**src/rtl/dual_port_ram_pipe.sv**
```systemverilog
// Two-port RAM with fixed-latency, fully pipelined reads and writes, zeroed by an INIT sweep.
// Defining DPRAM_COLLISION_FLAG_EN adds the `collision` output for same-address dual commits.
module dual_port_ram_pipe #(
  parameter int DATA_WIDTH    = 8,
  parameter int ADDR_WIDTH    = 3,
  parameter int READ_LATENCY  = 3,
  parameter int WRITE_LATENCY = 3
) (
  input  logic                  clk,
  input  logic                  rst,
  input  logic                  a_req,
  input  logic                  a_we,
  input  logic [ADDR_WIDTH-1:0] a_addr,
  input  logic [DATA_WIDTH-1:0] a_wdata,
  input  logic                  b_req,
  input  logic                  b_we,
  input  logic [ADDR_WIDTH-1:0] b_addr,
  input  logic [DATA_WIDTH-1:0] b_wdata,
  output logic                  a_ready,
  output logic                  b_ready,
  output logic                  a_rvalid,
  output logic                  b_rvalid,
  output logic [DATA_WIDTH-1:0] a_rdata,
  output logic [DATA_WIDTH-1:0] b_rdata,
`ifdef DPRAM_COLLISION_FLAG_EN
  output logic                  collision,
`endif
  output logic [0:0]            dbg_state_o
);

  localparam int DEPTH = 1 << ADDR_WIDTH;
  localparam logic [0:0] ST_INIT = 1'b0;
  localparam logic [0:0] ST_RUN  = 1'b1;
  localparam logic [ADDR_WIDTH-1:0] LAST_ADDR = '1;

  logic [0:0]            state_q, state_d;
  logic [ADDR_WIDTH-1:0] init_cnt_q, init_cnt_d;
  logic [DATA_WIDTH-1:0] mem_q [DEPTH];
  logic                  run;

  // Handshake: a request is taken in any cycle where req & ready; ready is
  // high for the whole RUN state, so there is never back-pressure there.
  assign run         = (state_q == ST_RUN);
  assign a_ready     = run;
  assign b_ready     = run;
  assign dbg_state_o = state_q;

  // Index 0 is port A, index 1 is port B.
  logic [1:0]            req, we, rd_acc, wr_acc;
  logic [ADDR_WIDTH-1:0] addr  [2];
  logic [DATA_WIDTH-1:0] wdata [2];

  always_comb begin
    req      = {b_req, a_req};
    we       = {b_we, a_we};
    addr[0]  = a_addr;
    addr[1]  = b_addr;
    wdata[0] = a_wdata;
    wdata[1] = b_wdata;
    rd_acc   = req & ~we & {2{run}};
    wr_acc   = req &  we & {2{run}};
  end

  always_comb begin
    state_d    = state_q;
    init_cnt_d = init_cnt_q;
    if (state_q == ST_INIT) begin
      init_cnt_d = init_cnt_q + ADDR_WIDTH'(1);
      if (init_cnt_q == LAST_ADDR) state_d = ST_RUN;
    end
  end

  always_ff @(posedge clk) begin
    if (rst) begin
      state_q    <= ST_INIT;
      init_cnt_q <= '0;
    end else begin
      state_q    <= state_d;
      init_cnt_q <= init_cnt_d;
    end
  end

  // Read pipeline: stage 0 captures the array in the accept cycle, the last
  // stage is the output. Data stages only load on valid so rdata holds.
  logic [READ_LATENCY-1:0] rv_q  [2];
  logic [DATA_WIDTH-1:0]   rd_q  [2][READ_LATENCY];
  logic [READ_LATENCY-1:0] rv_in [2];
  logic [DATA_WIDTH-1:0]   rd_in [2][READ_LATENCY];

  always_comb begin
    for (int p = 0; p < 2; p++) begin
      rv_in[p]    = '0;
      rv_in[p][0] = rd_acc[p];
      rd_in[p][0] = mem_q[addr[p]];
      for (int s = 1; s < READ_LATENCY; s++) begin
        rv_in[p][s] = rv_q[p][s-1];
        rd_in[p][s] = rd_q[p][s-1];
      end
    end
  end

  always_ff @(posedge clk) begin
    if (rst) begin
      for (int p = 0; p < 2; p++) begin
        rv_q[p] <= '0;
        for (int s = 0; s < READ_LATENCY; s++) rd_q[p][s] <= '0;
      end
    end else begin
      for (int p = 0; p < 2; p++) begin
        for (int s = 0; s < READ_LATENCY; s++) begin
          rv_q[p][s] <= rv_in[p][s];
          if (rv_in[p][s]) rd_q[p][s] <= rd_in[p][s];
        end
      end
    end
  end

  assign a_rvalid = rv_q[0][READ_LATENCY-1];
  assign b_rvalid = rv_q[1][READ_LATENCY-1];
  assign a_rdata  = rd_q[0][READ_LATENCY-1];
  assign b_rdata  = rd_q[1][READ_LATENCY-1];

  // Write path: WRITE_LATENCY-1 register stages, commit from the last one.
  logic [1:0]            wc_v;
  logic [ADDR_WIDTH-1:0] wc_addr [2];
  logic [DATA_WIDTH-1:0] wc_data [2];

  generate
    if (WRITE_LATENCY == 1) begin : g_wr_direct
      always_comb begin
        wc_v = wr_acc;
        for (int p = 0; p < 2; p++) begin
          wc_addr[p] = addr[p];
          wc_data[p] = wdata[p];
        end
      end
    end else begin : g_wr_pipe
      localparam int WS = WRITE_LATENCY - 1;
      logic [WS-1:0]         wv_q [2];
      logic [ADDR_WIDTH-1:0] wa_q [2][WS];
      logic [DATA_WIDTH-1:0] wd_q [2][WS];

      always_ff @(posedge clk) begin
        if (rst) begin
          for (int p = 0; p < 2; p++) begin
            wv_q[p] <= '0;
            for (int s = 0; s < WS; s++) begin
              wa_q[p][s] <= '0;
              wd_q[p][s] <= '0;
            end
          end
        end else begin
          for (int p = 0; p < 2; p++) begin
            wv_q[p][0] <= wr_acc[p];
            wa_q[p][0] <= addr[p];
            wd_q[p][0] <= wdata[p];
            for (int s = 1; s < WS; s++) begin
              wv_q[p][s] <= wv_q[p][s-1];
              wa_q[p][s] <= wa_q[p][s-1];
              wd_q[p][s] <= wd_q[p][s-1];
            end
          end
        end
      end

      always_comb begin
        for (int p = 0; p < 2; p++) begin
          wc_v[p]    = wv_q[p][WS-1];
          wc_addr[p] = wa_q[p][WS-1];
          wc_data[p] = wd_q[p][WS-1];
        end
      end
    end
  endgenerate

  // Port B is written first so port A's value lands on a same-address commit.
  always_ff @(posedge clk) begin
    if (!rst) begin
      if (state_q == ST_INIT) begin
        mem_q[init_cnt_q] <= '0;
      end else begin
        if (wc_v[1]) mem_q[wc_addr[1]] <= wc_data[1];
        if (wc_v[0]) mem_q[wc_addr[0]] <= wc_data[0];
      end
    end
  end

`ifdef DPRAM_COLLISION_FLAG_EN
  assign collision = run & wc_v[0] & wc_v[1] & (wc_addr[0] == wc_addr[1]);
`endif

endmodule

```
**config.mk**
```make
export PLATFORM = sky130hd
export DESIGN_NAME = dual_port_ram_pipe
export DESIGN_NICKNAME = d
export VERILOG_FILES = /design/src/rtl/dual_port_ram_pipe.sv
export SDC_FILE = /design/constraint.sdc
export NUM_CORES = 1
export LEC_CHECK = 0
export ABC_AREA = 0
export CORE_ASPECT_RATIO = 0.6
export CORE_MARGIN = 10
export CORE_UTILIZATION = 30
export CTS_CLUSTER_DIAMETER = 200
export DETAILED_ROUTE_END_ITERATION = 6
export SLEW_MARGIN = 10
export SYNTH_ARGS = -nofsm -noshare
export SYNTH_HDL_FRONTEND = slang
export SYNTH_SLANG_ARGS = --single-unit
```
**constraint.sdc**
```tcl
create_clock -name clk -period 3.4 [get_ports clk]
set_input_delay 0.68 -clock clk [delete_from_list [all_inputs] [get_ports clk]]
set_output_delay 0.68 -clock clk [all_outputs]
set_load 0.005 [all_outputs]
```
Yosys cells after proc, flatten, opt, wreduce, memory -nomap -nowiden
Memory sizes are Yosys's and may differ from the RTL's.
Cells that the tools add are included.
{"block": "op_classes", "addsub": 1, "n_eq_ne": 1, "muxes": 61, "bitwise": 29, "n_reduce_logical": 1}
{"op": "$mux W8", "n": 11}
{"op": "$mux W1", "n": 45}
{"op": "$or A1 B1 Y1", "n": 24}
{"op": "$mux W3", "n": 5}
{"op": "$and A2 B2 Y2", "n": 4}
{"op": "$reduce_or A8 Y1", "n": 1}
{"op": "$add A3 B1 Y3 const B", "n": 1}
{"op": "$eq A3 B3 Y1 const B", "n": 1}
{"op": "$not A2 Y2", "n": 1}
{"block": "totals", "regBits": 4, "mem_bits_rw": 166, "in_bits": 28, "output_inout_bits": 21, "elab_cells": 101, "memories": 6}
{"name": "mem_q", "words": 8, "word_bits": 8, "read_ports": 2, "rd_ports_with_merged_regs": 0, "wr": 2, "line": "38", "source": "logic [DATA_WIDTH-1:0] mem_q [DEPTH];"}
{"name": "rd_q", "words": 2, "word_bits": 24, "read_ports": 2, "rd_ports_with_merged_regs": 0, "wr": 2, "line": "86", "source": "logic [DATA_WIDTH-1:0] rd_q [2][READ_LATENCY];"}
{"name": "g_wr_pipe.wd_q", "words": 2, "word_bits": 16, "read_ports": 2, "rd_ports_with_merged_regs": 0, "wr": 2, "line": "141", "source": "logic [DATA_WIDTH-1:0] wd_q [2][WS];"}
{"name": "g_wr_pipe.wa_q", "words": 2, "word_bits": 6, "read_ports": 2, "rd_ports_with_merged_regs": 0, "wr": 2, "line": "140", "source": "logic [ADDR_WIDTH-1:0] wa_q [2][WS];"}
{"name": "rv_q", "words": 2, "word_bits": 3, "read_ports": 2, "rd_ports_with_merged_regs": 0, "wr": 2, "line": "85", "source": "logic [READ_LATENCY-1:0] rv_q [2];"}
{"name": "g_wr_pipe.wv_q", "words": 2, "word_bits": 2, "read_ports": 2, "rd_ports_with_merged_regs": 0, "wr": 2, "line": "139", "source": "logic [WS-1:0] wv_q [2];"}

Logic depth before layout (Yosys ltp)
{"block": "logic_depth", "ltp_word": 7, "ltp_mapped": 5, "mapped_depth_nobuf": 4}

Worst setup path before layout
No wires, ideal clock.
{"block": "synth_path", "kind": "input-to-reg", "start": "in rst", "end": "mem mem_q[1][0], enable pin", "setup_time_ps": 384, "arrival_time_ps": 1792, "t_required_ps": 3016, "path_slack_ps": 1224, "cell_stages": 4, "path_buffers": 2, "cell_sequence": "buf_4 -> buf_2 -> a21o_1 -> o21ai_0"}
{"element": "start: declaration", "line": "10", "source": "input logic rst,"}
{"element": "end: declaration", "line": "38"}

==> out/results.ini <==
[cts]
cts_made_buffers = 17
cts_resized = 0
root_buffer = clkbuf_16
htreeDepth = 4
postCtsSetupBuffers = 0
clock_path_buffers = 2
clock_sinks = 170
clk_latency_ns = 0.43
hold_buffers = 0
clk_pin_slew_ns = 0.07
cts_tree = built

[sta]
grt_setup_unrepaired = false
tightest_slew_ns = 0.875
fmax_ghz = 0.391
hold_viol_final = 0
clock-skew-final_ns = 0.0145
setup_tns_ns = 0
setup_violations = 0
finalCritPeriodShare_pct = 75.1
fin_crit_ns = 2.55
slew_viol_final = 0
max-slew-margin-rel_pct = 41.7

[grt]
grt-ovfl-total = 0
grt_pass1_vias = 4479
met2_usage_pct = 14.6
antenna_found_initial = 0
use_met1_pct = 15.1
grt_max_degree = 46
top_usage_layer = met1
gr-usage-all-layers_pct = 10.5
grt_pass1_wl_mm = 25.9
grtUsageMet3_pct = 3.27

[placement]
place_inst = 892
dpl-instance-area_um2 = 8280
hpwl_mm = 11.8
gp_congestion = 0.805
io_buffers = 48

[logic_synthesis]
syn-cell-area_um2 = 7550
synth-seq-cells = 170
synth.mux.area_fraction_pct = 19.5
syn_inst = 553
yosys_warnings = 0
synth-xor-area-share_pct = 0
synth-simple-area-share_pct = 13.0
synth-compound-area-share_pct = 4.24
ys_types = 38
synth_nets = 583
synth_top_family_by_area = multiplexers
synthAdderAreaFrac_pct = 0.331
synth.avg_cell_area_um2 = 13.7
ys_seq_area_share_pct = 59.9

[worst_setup_path]
crit_slowest_cell = dfxtp_1
arrival_ns = 2.62
crit_fanout = 18
end_kind = flip-flop
slowest_delay_ns = 0.72
worstPathCellList = and3b_1, and4b_1, a21o_1
critical_path_class = flip-flop to flip-flop
critPathRequiredTime_ns = 3.47
startpoint_type = flip-flop

[run]
cap_violations = 0

[floorplanning]
die_area_um2 = 32100
dieWidth_um = 225
initial_core_util_pct = 30.9
rows = 44
core-area_um2 = 24400
ios = 49
die_h_um = 143

[routing]
num_vias = 4344
firstDrtPassIters = 5
drt_iter0_markers = 208
detail-route-antenna-nets = 0
via_per_inst = 4.70
drcViolationCount = 0
drt_wl_total_mm = 16.2
wire_per_inst_um = 17.6

[run_status]
status = complete, no violations

[layout]
nets = 619
n_fill_cell = 2363
syn_to_final_growth_pct = 17.6
final_common_cell = edfxtp_1
final_util_pct = 36.3
final_cell_mix = 112 x edfxtp_1, 70 x mux2_2, 58 x dfxtp_1
final_area_um2 = 8880
drive_gt1_share_pct = 22.3
layout.cells.non_filler = 924
antenna_cells = 0

[power]
p_leak_nw = 3.47
power.density_nw_per_um2 = 503
vdd_drop_max_mv = 0.345

[hold_path]
hp-class = flip-flop to flip-flop

critical path: cells and delay by family (launching register included):
| family | cells | cell delay [ns] |
|---|---|---|
| AOI/OAI and AO/OA | 1 | 0.42 |
| DFF | 1 | 0.72 |
| and+or+nand+nor | 2 | 1.05 |
per-layer routing:
layer  wire [um]  part of all wire (%)  up-vias
met5           0                     0        -
met4         102                  0.63        0
met3        1170                   7.2       10
met2        6570                    40      145
met1        8400                    52     2100
li1            -                     -     2089
cell families (layout without fill, tap and decap cells):
family,after synthesis,count (layout)
DFF,170,170
and+or+nand+nor,158,158
muxes,134,134
AOI/OAI and AO/OA,46,46
adders and majority gates,2,2
buffers and inverters,43,92
flip-flops by register name (all words and copies together), names as in the netlist:
name            count
g_wr_pipe.wv_q      4
mem_q              64
a_ready             1
rd_q               48
rv_q                6
g_wr_pipe.wd_q     32
g_wr_pipe.wa_q     12
init_cnt_q          3
cell usage after synthesis:
library cell | number | area share, %
buf_2 | 14 | 0.93
mux2i_1 | 54 | 7.2
a22oi_1 | 16 | 1.6
dfxtp_1 | 58 | 15
and3b_1 | 2 | 0.23
a21oi_1 | 4 | 0.27
nor2_1 | 10 | 0.50
mux2_1 | 2 | 0.30
nand2_1 | 6 | 0.30
o21ai_0 | 6 | 0.40
a21o_1 | 4 | 0.40
mux2_4 | 8 | 1.6
nand3_2 | 2 | 0.27
ha_1 | 2 | 0.33
mux2_2 | 70 | 10
nand2b_1 | 3 | 0.25
nor3_1 | 8 | 0.53
nor4bb_1 | 1 | 0.13
or2_2 | 6 | 0.50
nand3_1 | 1 | 0.066
and2_1 | 41 | 3.4
nor2b_1 | 57 | 4.7
or3_1 | 1 | 0.083
a22o_1 | 8 | 0.93
and3_1 | 9 | 0.75
nand3b_1 | 2 | 0.20
and4b_1 | 3 | 0.40
buf_4 | 8 | 0.80
buf_1 | 2 | 0.099
edfxtp_1 | 112 | 45
o22ai_1 | 8 | 0.66
buf_6 | 3 | 0.45
nor3_2 | 1 | 0.13
nor3b_1 | 1 | 0.099
nand2_2 | 3 | 0.25
clkbuf_1 | 15 | 0.75
nor3b_2 | 1 | 0.17
inv_1 | 1 | 0.050
area by class of cell:
cell class	count	area, um^2	share of cell area, %
Multi-Input combinational cell	340	2800	31.5
Sequential cell	170	4520	51.0
Tap cell	322	403	4.54
Inverter	1	3.75	0.0423
Clock inverter	11	105	1.18
Clock buffer	21	493	5.55
Timing Repair Buffer	59	553	6.23
worst paths after layout:
check,startpoint,to,slack (ns),cells after the start
worst max-delay path,a_ready,mem_q[6][0],0.85,3
worst min-delay path,g_wr_pipe.wd_q[1][14],g_wr_pipe.wd_q[1][6],0.43,1
worst max register to register,a_ready,mem_q[6][0],0.85,3
worst min register to register,g_wr_pipe.wd_q[1][14],g_wr_pipe.wd_q[1][6],0.43,1
power breakdown:
group	switching, mW	internal [mW]	leakage (nW)
sequential	0.0330	2.25	1.63
clock	0.808	1.13	0.298
combinational	0.131	0.117	1.54
stage by stage:
step                hold slack (ns)  total power [mW]  setup slack (ns)
floorplan                     0.414              2.47              1.22
global placement              0.421              2.57             0.842
detailed placement            0.423              2.58             0.826
CTS                           0.439              4.50             0.824
global route                  0.453              4.63             0.668
finish                        0.435              4.47             0.845
Power figures use the tool's default switching activity.
